$ cat config.mk
export PLATFORM = sky130hd
export DESIGN_NAME = apb3_master_bridge
export DESIGN_NICKNAME = d
export VERILOG_FILES = /design/src/rtl/apb3_master_bridge.sv
export SDC_FILE = /design/constraint.sdc
export NUM_CORES = 1
export LEC_CHECK = 0
export CAP_MARGIN = 20
export CORE_MARGIN = 2
export CORE_UTILIZATION = 37
export CTS_CLUSTER_DIAMETER = 100
export DETAILED_ROUTE_END_ITERATION = 10
export PLACE_DENSITY = 0.84
export SYNTH_ARGS = -nofsm -noshare
export SYNTH_HDL_FRONTEND = slang
export SYNTH_SLANG_ARGS = --single-unit
$ cat constraint.sdc
create_clock -name clk -period 1.45 [get_ports clk]
set_clock_uncertainty 0.15 [all_clocks]
set_input_delay 0.2175 -clock clk [delete_from_list [all_inputs] [get_ports clk]]
set_output_delay 0.2175 -clock clk [all_outputs]
set_load 0.1 [all_outputs]
$ cat src/rtl/apb3_master_bridge.sv
// APB3 initiator: turns a valid/ready command stream into single APB3 transfers
// with a valid/ready response. Optional ACCESS timeout via APB3_MASTER_TIMEOUT_EN.
module apb3_master_bridge #(
   parameter int ADDR_WIDTH     = 12,
   parameter int DATA_WIDTH     = 32,
   parameter int TIMEOUT_CYCLES = 256
) (
   input  logic                  clk,
   input  logic                  resetn,
   input  logic                  cmd_valid,
   output logic                  cmd_ready,
   input  logic                  cmd_write,
   input  logic [ADDR_WIDTH-1:0] cmd_addr,
   input  logic [DATA_WIDTH-1:0] cmd_wdata,
   output logic                  rsp_valid,
   input  logic                  rsp_ready,
   output logic [DATA_WIDTH-1:0] rsp_rdata,
   output logic                  rsp_err,
   output logic                  rsp_timeout,
   output logic                  busy,
   output logic [ADDR_WIDTH-1:0] PADDR,
   output logic                  PSEL,
   output logic                  PENABLE,
   output logic                  PWRITE,
   output logic [DATA_WIDTH-1:0] PWDATA,
   input  logic [DATA_WIDTH-1:0] PRDATA,
   input  logic                  PREADY,
   input  logic                  PSLVERROR
);

   typedef enum logic [1:0] {
      IDLE   = 2'd0,
      SETUP  = 2'd1,
      ACCESS = 2'd2,
      RESP   = 2'd3
   } state_t;

   if (TIMEOUT_CYCLES < 2) begin : g_bad_timeout
      $error("apb3_master_bridge: TIMEOUT_CYCLES must be >= 2");
   end

   state_t                state_r, state_s;
   logic                  cmd_ready_s, busy_s, psel_s, penable_s, pwrite_s;
   logic                  rsp_valid_s, rsp_err_s, rsp_timeout_s;
   logic [ADDR_WIDTH-1:0] paddr_s;
   logic [DATA_WIDTH-1:0] pwdata_s, rsp_rdata_s;

`ifdef APB3_MASTER_TIMEOUT_EN
   localparam int CNT_W = (TIMEOUT_CYCLES > 2) ? $clog2(TIMEOUT_CYCLES) : 1;
   localparam logic [CNT_W-1:0] CNT_LIMIT = CNT_W'(TIMEOUT_CYCLES - 1);
   logic [CNT_W-1:0] cnt_r, cnt_s;
`endif

   // Next-state and next-value logic for every registered output.
   always_comb begin
      state_s       = state_r;
      cmd_ready_s   = 1'b0;
      psel_s        = 1'b0;
      penable_s     = 1'b0;
      paddr_s       = PADDR;
      pwrite_s      = PWRITE;
      pwdata_s      = PWDATA;
      rsp_valid_s   = rsp_valid;
      rsp_rdata_s   = rsp_rdata;
      rsp_err_s     = rsp_err;
      rsp_timeout_s = rsp_timeout;
`ifdef APB3_MASTER_TIMEOUT_EN
      cnt_s         = cnt_r;
`endif
      case (state_r)
         IDLE: begin
            // cmd_ready comes up one cycle after reset release, then tracks IDLE.
            if (cmd_valid && cmd_ready) begin
               state_s     = SETUP;
               psel_s      = 1'b1;
               paddr_s     = cmd_addr;
               pwrite_s    = cmd_write;
               pwdata_s    = cmd_write ? cmd_wdata : {DATA_WIDTH{1'b0}};
               cmd_ready_s = 1'b0;
            end else begin
               state_s     = IDLE;
               cmd_ready_s = 1'b1;
            end
         end
         SETUP: begin
            state_s   = ACCESS;
            psel_s    = 1'b1;
            penable_s = 1'b1;
`ifdef APB3_MASTER_TIMEOUT_EN
            cnt_s     = {CNT_W{1'b0}};
`endif
         end
         ACCESS: begin
            if (PREADY) begin
               state_s       = RESP;
               rsp_valid_s   = 1'b1;
               rsp_rdata_s   = PWRITE ? {DATA_WIDTH{1'b0}} : PRDATA;
               rsp_err_s     = PSLVERROR;
               rsp_timeout_s = 1'b0;
`ifdef APB3_MASTER_TIMEOUT_EN
            end else if (cnt_r == CNT_LIMIT) begin
               state_s       = RESP;
               rsp_valid_s   = 1'b1;
               rsp_rdata_s   = {DATA_WIDTH{1'b0}};
               rsp_err_s     = 1'b1;
               rsp_timeout_s = 1'b1;
`endif
            end else begin
               psel_s    = 1'b1;
               penable_s = 1'b1;
`ifdef APB3_MASTER_TIMEOUT_EN
               cnt_s     = cnt_r + CNT_W'(1);
`endif
            end
         end
         RESP: begin
            if (rsp_ready) begin
               state_s     = IDLE;
               rsp_valid_s = 1'b0;
               cmd_ready_s = 1'b1;
            end else begin
               state_s     = RESP;
               rsp_valid_s = 1'b1;
            end
         end
         default: begin
            state_s     = IDLE;
            rsp_valid_s = 1'b0;
         end
      endcase
`ifndef APB3_MASTER_TIMEOUT_EN
      rsp_timeout_s = 1'b0;
`endif
      busy_s = (state_s != IDLE);
   end

   // State and output registers; async reset clears everything.
   always_ff @(posedge clk or negedge resetn) begin
      if (!resetn) begin
         state_r     <= IDLE;
         cmd_ready   <= 1'b0;
         busy        <= 1'b0;
         PSEL        <= 1'b0;
         PENABLE     <= 1'b0;
         PADDR       <= {ADDR_WIDTH{1'b0}};
         PWRITE      <= 1'b0;
         PWDATA      <= {DATA_WIDTH{1'b0}};
         rsp_valid   <= 1'b0;
         rsp_rdata   <= {DATA_WIDTH{1'b0}};
         rsp_err     <= 1'b0;
         rsp_timeout <= 1'b0;
`ifdef APB3_MASTER_TIMEOUT_EN
         cnt_r       <= {CNT_W{1'b0}};
`endif
      end else begin
         state_r     <= state_s;
         cmd_ready   <= cmd_ready_s;
         busy        <= busy_s;
         PSEL        <= psel_s;
         PENABLE     <= penable_s;
         PADDR       <= paddr_s;
         PWRITE      <= pwrite_s;
         PWDATA      <= pwdata_s;
         rsp_valid   <= rsp_valid_s;
         rsp_rdata   <= rsp_rdata_s;
         rsp_err     <= rsp_err_s;
         rsp_timeout <= rsp_timeout_s;
`ifdef APB3_MASTER_TIMEOUT_EN
         cnt_r       <= cnt_s;
`endif
      end
   end

endmodule

==> out/metrics.csv, run 1 <==
stage,metric,value,unit
run,Max Cap Viol,0,
floorplanning,Initial Util,38.5,%
clock_tree,CTS tree,done,
yosys,Ys Warns,0,
yosys,post-synthesis register bit count,85,
floorplanning,# IOs,167,
routing,DRT Wirelength,10.3,mm
yosys,Synth Net Count,434,
global_route,first-pass GRT wire length,16.5,mm
sta,endpoints failing setup,49,
placement,post-DP HPWL,7.65,mm
sta,hold_ws,0.0992,ns
clock_tree,Worst-path clk slew,0.08,ns
clock_tree,clk buf depth,2,
yosys,Synth top cells by count,"nand2_1, dfrtp_1, o21ai_0",
clock_tree,root buf cell,clkbuf_8,
yosys,ys async rst share,100,%
routing,drt wl/cell,15.5,µm
yosys,"area leader, netlist",dfrtp_1,
floorplanning,die area,10500,µm²
global_route,largest net degree at the start of global routing,45,
sta,minimum clock period,1.60,ns
yosys,Post-synth EDFFs,0,
critical_path,WP data arrival,1.67,ns
yosys,synth top area cells,"dfrtp_1, nand2_1, o21ai_0",
status,failing checks,setup timing,
floorplanning,die height,102,µm
yosys,mean post-synth cell area,10.4,µm²
cells_and_area,area grow syn2layout,92.1,%
yosys,most frequent cell after synthesis,nand2_1,
cells_and_area,layout cell share with drive strength beyond 1,33.3,%
critical_path,worst r2r path cells,5,
cells_and_area,antenna cells,0,
clock_tree,CTS sink cnt,85,
sta,RSZ-0062 raised after global routing,true,
placement,pre-CTS WS,-0.221,ns
yosys,"Cell Area, Synth",3590,µm²
critical_path,Crit path required time,1.52,ns
status,status,finished with violations,
clock_tree,H-Tree Depth,3,
critical_path,crit end category,flip-flop,
yosys,Synth Flop Type,dfrtp_1,
sta,"Slew Viols, Final",0,
routing,Via-to-Cell Ratio,4.68,
cells_and_area,FILL cells,594,
routing,TritonRoute pass-1 iters,4,
global_route,initial antenna violation count,0,
floorplanning,Core Rows,35,
clock_tree,Num CTS Buffers,9,
clock_tree,clk_lat worst skew,0.34,ns
routing,DRC,0,
cells_and_area,"Core Util, Final",73.9,%
worst_hold_path,Hold WC Path Type,in -> async,
routing,via count,3119,
placement,Port-buffer cells,165,
floorplanning,Die X,102,µm
yosys,post-synthesis sequential area ratio,59.3,%
placement,GP Congestion,0.842,
sta,setup TNS,-4.44,ns
routing,ANT nets after route,0,
sta,fmax,0.626,GHz
sta,fin crit share,110,%
yosys,Synth cell types,25,
sta,final hold vios,0,
global_route,vias in the first global route,3352,
routing,drt initial violations,77,
cells_and_area,Final nets,621,
critical_path,kind of critical path,reg -> reg,
yosys,Synth top area share,59.3,%
floorplanning,CORE AREA,9330,µm²
critical_path,crit path launch type,flip-flop,
sta,setup ws final,-0.146,ns
yosys,Cells after Synth,345,
global_route,"Remaining Overflow, GRT",0,
critical_path,CP Max Fanout,12,
global_route,GRT Total Usage,20.5,%
[registers in the layout, indices dropped and copies added, names as in the netlist, 2 cells and up]
register,cells
PWDATA,32
state_r,2
PADDR,12
rsp_rdata,32
[path summary, 6_finish.rpt]
kind / startpoint / to / slack (ns)
setup / recovery: state_r[0] / PADDR[9] / -0.15
hold / removal: resetn / PADDR[2] / 0.1
setup reg to reg: state_r[0] / PADDR[9] / -0.15
hold reg to reg: PWDATA[18] / PWDATA[18] / 0.39
max in group asynchronous: resetn / PWDATA[2] / 0.57
min in group clk: cmd_wdata[1] / PWDATA[1] / 0.27
[metrics by stage]
stage,area [µm²],instances
global placement,6300,637
detailed placement,6300,637
CTS,6750,664
global route,6890,666
finish,6890,666
floorplan,3600,345
[logic make-up after synthesis]
logic type | count (synthesis) | share of synthesized area, %
other cells | 1 | 0.105
flops | 85 | 59.3
compound gates | 73 | 10.5
simple gates | 140 | 17.5
fa+ha+maj | 6 | 2.09
buf+inv | 26 | 4.74
mux | 14 | 5.86
[layout by cell type, fill, tap and decap left out, types with 8 or more instances in the layout]
master,Yosys,final
mux2_4,14,14
buf_6,8,8
o21ai_0,43,9
clkdlybuf4s50_1,0,81
o21ai_2,0,9
buf_12,0,88
clkbuf_8,0,9
nand2b_1,32,32
nand2_2,0,8
buf_4,2,14
nand2_1,100,88
o21ai_1,23,48
dfrtp_1,85,82
[worst max-delay path, cell delays in order, from the launching register on]
cell     delay [ns]
dfrtp_1        0.40
inv_2          0.13
ha_4           0.16
nand3_4        0.14
buf_12         0.20
mux2_4         0.30
[final cells by class]
cell class	instances	area, µm²	share of cell area [%]
sequential	85	2140	31.0
timing repair buffer	199	2940	42.6
clock inverter	4	72.6	1.05
tap	129	161	2.34
multi-input combinational	234	1440	20.9
clock buffer	12	135	1.96
inverter	3	11.3	0.163
[routing by layer]
layer	routed length (µm)	part of all wire, %	up-vias	track usage (%)
li1	-	-	1497	-
met1	4070	39	1504	25.0
met2	5420	53	103	35.8
met3	634	6.1	15	4.99
met4	184	1.8	0	6.15
met5	0	0	-	0
[repair_timing]
item	CTS	global route
pin swaps	6	1
endpoints found under the setup margin	74	82
gates resized for setup	41	46
buffers inserted	7	1
gates cloned	3	1
endpoints found under the hold margin	85	0
hold buffers	1	0
Power of run 1 is not shown: default switching activity piles up to over one toggle a cycle in this logic, so the estimate is an artifact.
==> run 2: changes to the inputs <==
--- a/config.mk
+++ b/config.mk
@@ -10,7 +10,9 @@
 export CORE_UTILIZATION = 37
 export CTS_CLUSTER_DIAMETER = 100
 export DETAILED_ROUTE_END_ITERATION = 10
-export PLACE_DENSITY = 0.84
+export MAX_ROUTING_LAYER = met4
+export PLACE_DENSITY = 0.76
+export REMOVE_ABC_BUFFERS = 1
 export SYNTH_ARGS = -nofsm -noshare
 export SYNTH_HDL_FRONTEND = slang
 export SYNTH_SLANG_ARGS = --single-unit
==> run 2 against run 1 <==
Against the previous run:
- the run still ends with setup timing left
- global-route usage increased by 0.18 points
- first-iteration DRC count increased by 25%
- setup slack worse by 0.031 ns
- final area increased by 6.0%
- non-clock buffer count increased by 15
- sequential share of layout area is 1.8 points lower
- via count rose by 5.2%
- routed wire length is 17% higher
- critical path depth did not move
- die area stayed put
- register-to-register slack worse by 0.03 ns
==> out/metrics.csv, run 2 (same netlist as run 1, synthesis figures left out) <==
stage,metric,value,unit,change
status,status,finished with violations,,unchanged
status,failing checks,setup timing,,unchanged
cells_and_area,antenna cells,0,,unchanged
critical_path,reg2reg end,PADDR[11],,was PADDR[9]
clock_tree,CTS sink cnt,85,,unchanged
sta,Worst-Margin Slew,0.532,ns,
critical_path,CP Launch Point,state_r[1],,was state_r[0]
placement,post-DP HPWL,7.46,mm,was 7.65 mm
cells_and_area,Finished Layout Cells,682,,was 666
floorplanning,Core Rows,35,,unchanged
global_route,GRT Total Usage,20.6,%,was 20.5%
critical_path,worst r2r path cells,5,,unchanged
sta,hold_ws,0.184,ns,was 0.0992 ns
critical_path,WP data arrival,1.69,ns,was 1.67 ns
placement,Inst Count DP,644,,was 637
clock_tree,H-Tree Depth,3,,unchanged
routing,drt wl/cell,17.6,µm,was 15.5 µm
clock_tree,Worst-path clk slew,0.09,ns,was 0.08 ns
sta,RSZ-0062 raised after global routing,true,,unchanged
global_route,met1 usage,24.2,%,was 25.0%
cells_and_area,area grow syn2layout,104,%,was 92.1%
floorplanning,die height,102,µm,unchanged
critical_path,CP Max Fanout,12,,unchanged
floorplanning,Initial Util,38.5,%,unchanged
critical_path,worst r2r src,state_r[1],,was state_r[0]
global_route,GRT Max-Usage Layer,met2,,unchanged
sta,setup ws final,-0.178,ns,was -0.146 ns
sta,endpoints failing setup,82,,was 49
clock_tree,Num CTS Buffers,9,,unchanged
global_route,"Remaining Overflow, GRT",0,,unchanged
sta,final hold vios,0,,unchanged
routing,DRC,0,,unchanged
global_route,first-pass GRT wire length,16.1,mm,was 16.5 mm
clock_tree,root buf cell,clkbuf_8,,unchanged
critical_path,r2r setup slk,-0.18,ns,was -0.15 ns
cells_and_area,largest registers,"PWDATA: 32 flops, rsp_rdata: 32 flops, PADDR: 12 flops",,unchanged
cells_and_area,"commonest cells after routing, fill and taps aside","buf_12, dfrtp_1, clkdlybuf4s50_1",,"was nand2_1, buf_12, dfrtp_1"
critical_path,Slowest cell on crit path,dfrtp_1,,unchanged
sta,"Slew Viols, Final",0,,unchanged
global_route,largest net degree at the start of global routing,36,,was 45
routing,ANT nets after route,0,,unchanged
placement,Port-buffer cells,165,,unchanged
global_route,initial antenna violation count,0,,unchanged
placement,GP Congestion,0.807,,was 0.842
floorplanning,# IOs,167,,unchanged
floorplanning,Die X,102,µm,unchanged
sta,fmax,0.614,GHz,was 0.626 GHz
global_route,vias in the first global route,3246,,was 3352
sta,Worst slew margin,64.4,%,
cells_and_area,"most common cell after layout, fill and taps aside",buf_12,,
critical_path,crit path launch type,flip-flop,,unchanged
sta,minimum clock period,1.63,ns,was 1.60 ns
cells_and_area,Final nets,637,,was 621
clock_tree,clk buf depth,2,,unchanged
critical_path,crit end category,flip-flop,,unchanged
critical_path,Crit path largest cell delay,0.42,ns,was 0.40 ns
clock_tree,CTS tree,done,,unchanged
global_route,M2 GR Usage,36.2,%,was 35.8%
run,Max Cap Viol,0,,unchanged
routing,TritonRoute pass-1 iters,5,,was 4
routing,DRT Wirelength,12.0,mm,was 10.3 mm
cells_and_area,layout cell share with drive strength beyond 1,42.7,%,was 33.3%
critical_path,Crit path required time,1.51,ns,was 1.52 ns
floorplanning,die area,10500,µm²,unchanged
worst_hold_path,Hold WC Path Type,in -> async,,unchanged
routing,drt initial violations,96,,was 77
floorplanning,CORE AREA,9330,µm²,unchanged
clock_tree,clk_lat worst skew,0.34,ns,about the same
critical_path,kind of critical path,reg -> reg,,unchanged
sta,fin crit share,112,%,was 110%
critical_path,crit-path cells,inv_2 -> ha_4 -> nand3_4 -> buf_12 -> mux2_4,,unchanged
routing,via count,3281,,was 3119
global_route,GRT met3 Usage,3.42,%,was 4.99%
routing,Via-to-Cell Ratio,4.81,,was 4.68
[run 2: changes by cell type in the layout (fill, tap and decap cells not counted), moves of 3 or more]
cell	change
clkbuf_16	+5
buf_4	+7
nand2_2	+12
nand2_1	-26
buf_6	+3
nand2_4	+14
o21ai_1	-17
o21ai_2	+15
[run 2: worst max path at each step]
stage	to	cells past startpoint
after floorplan	PADDR[0]	2
after global placement	PADDR[1]	4
after detailed placement	PWDATA[18]	6
after CTS	PWDATA[16]	6
after global routing	PWDATA[6]	6
final	PADDR[11]	5
[run 2: layout make-up]
type,instances,area (µm²)
Multi-Input combinational cell,235,1690
Fill cell,543,2020
Clock buffer,13,139
Timing Repair Buffer,214,3160
Inverter,3,11.3
Sequential cell,85,2130
Clock inverter,3,22.5
Tap cell,129,161
[run 2: per-layer routing]
metal	wire length, µm	vias up
li1	-	1535
met1	4550	1618
met2	6750	115
met3	575	13
met4	155	0
met5	0	-
[run 2: timing repair]
| action | 4_1_cts | 5_1_grt |
|---|---|---|
| setup buffers | 6 | 3 |
| hold buffers | 1 | 0 |
| pin swaps | 4 | 26 |
| endpoints found under the setup margin | 83 | 84 |
| cloned | 3 | 9 |
| endpoints found under the hold margin | 84 | 0 |
| gates resized for setup | 46 | 107 |
[run 2: worst max-delay path: cells and delay by family (launching register included)]
| family | cells | cell delay [ns] |
|---|---|---|
| muxes | 1 | 0.31 |
| adders and majority gates | 1 | 0.16 |
| buffers and inverters | 2 | 0.31 |
| and+or+nand+nor | 1 | 0.15 |
| DFF | 1 | 0.42 |
[run 2: per-stage QoR]
stage / TNS [ns] / setup WS [ns] / area [µm²] / util [%]
2_1_floorplan: -87.01 / -1.47 / 3430 / -
3_3_place_gp: -7.97 / -0.165 / 6330 / 67.9
3_5_place_dp: -10.33 / -0.214 / 6330 / 67.9
4_1_cts: -4.50 / -0.130 / 6770 / 72.5
5_1_grt: -12.66 / -0.221 / 7300 / 78.3
6_report: -9.00 / -0.178 / 7300 / 78.3
Power of run 2 is left out for the same reason.
==> run 3: changes to the inputs <==
--- a/config.mk
+++ b/config.mk
@@ -5,11 +5,13 @@
 export SDC_FILE = /design/constraint.sdc
 export NUM_CORES = 1
 export LEC_CHECK = 0
+export ABC_AREA = 0
 export CAP_MARGIN = 20
 export CORE_MARGIN = 2
 export CORE_UTILIZATION = 37
 export CTS_CLUSTER_DIAMETER = 100
 export DETAILED_ROUTE_END_ITERATION = 10
+export HOLD_SLACK_MARGIN = 0.08
 export MAX_ROUTING_LAYER = met4
 export PLACE_DENSITY = 0.76
 export REMOVE_ABC_BUFFERS = 1
==> results of run 3 <==
The final DEF is identical to that of run 2; final timing and power are the same.
Power of run 3 is left out for the same reason.
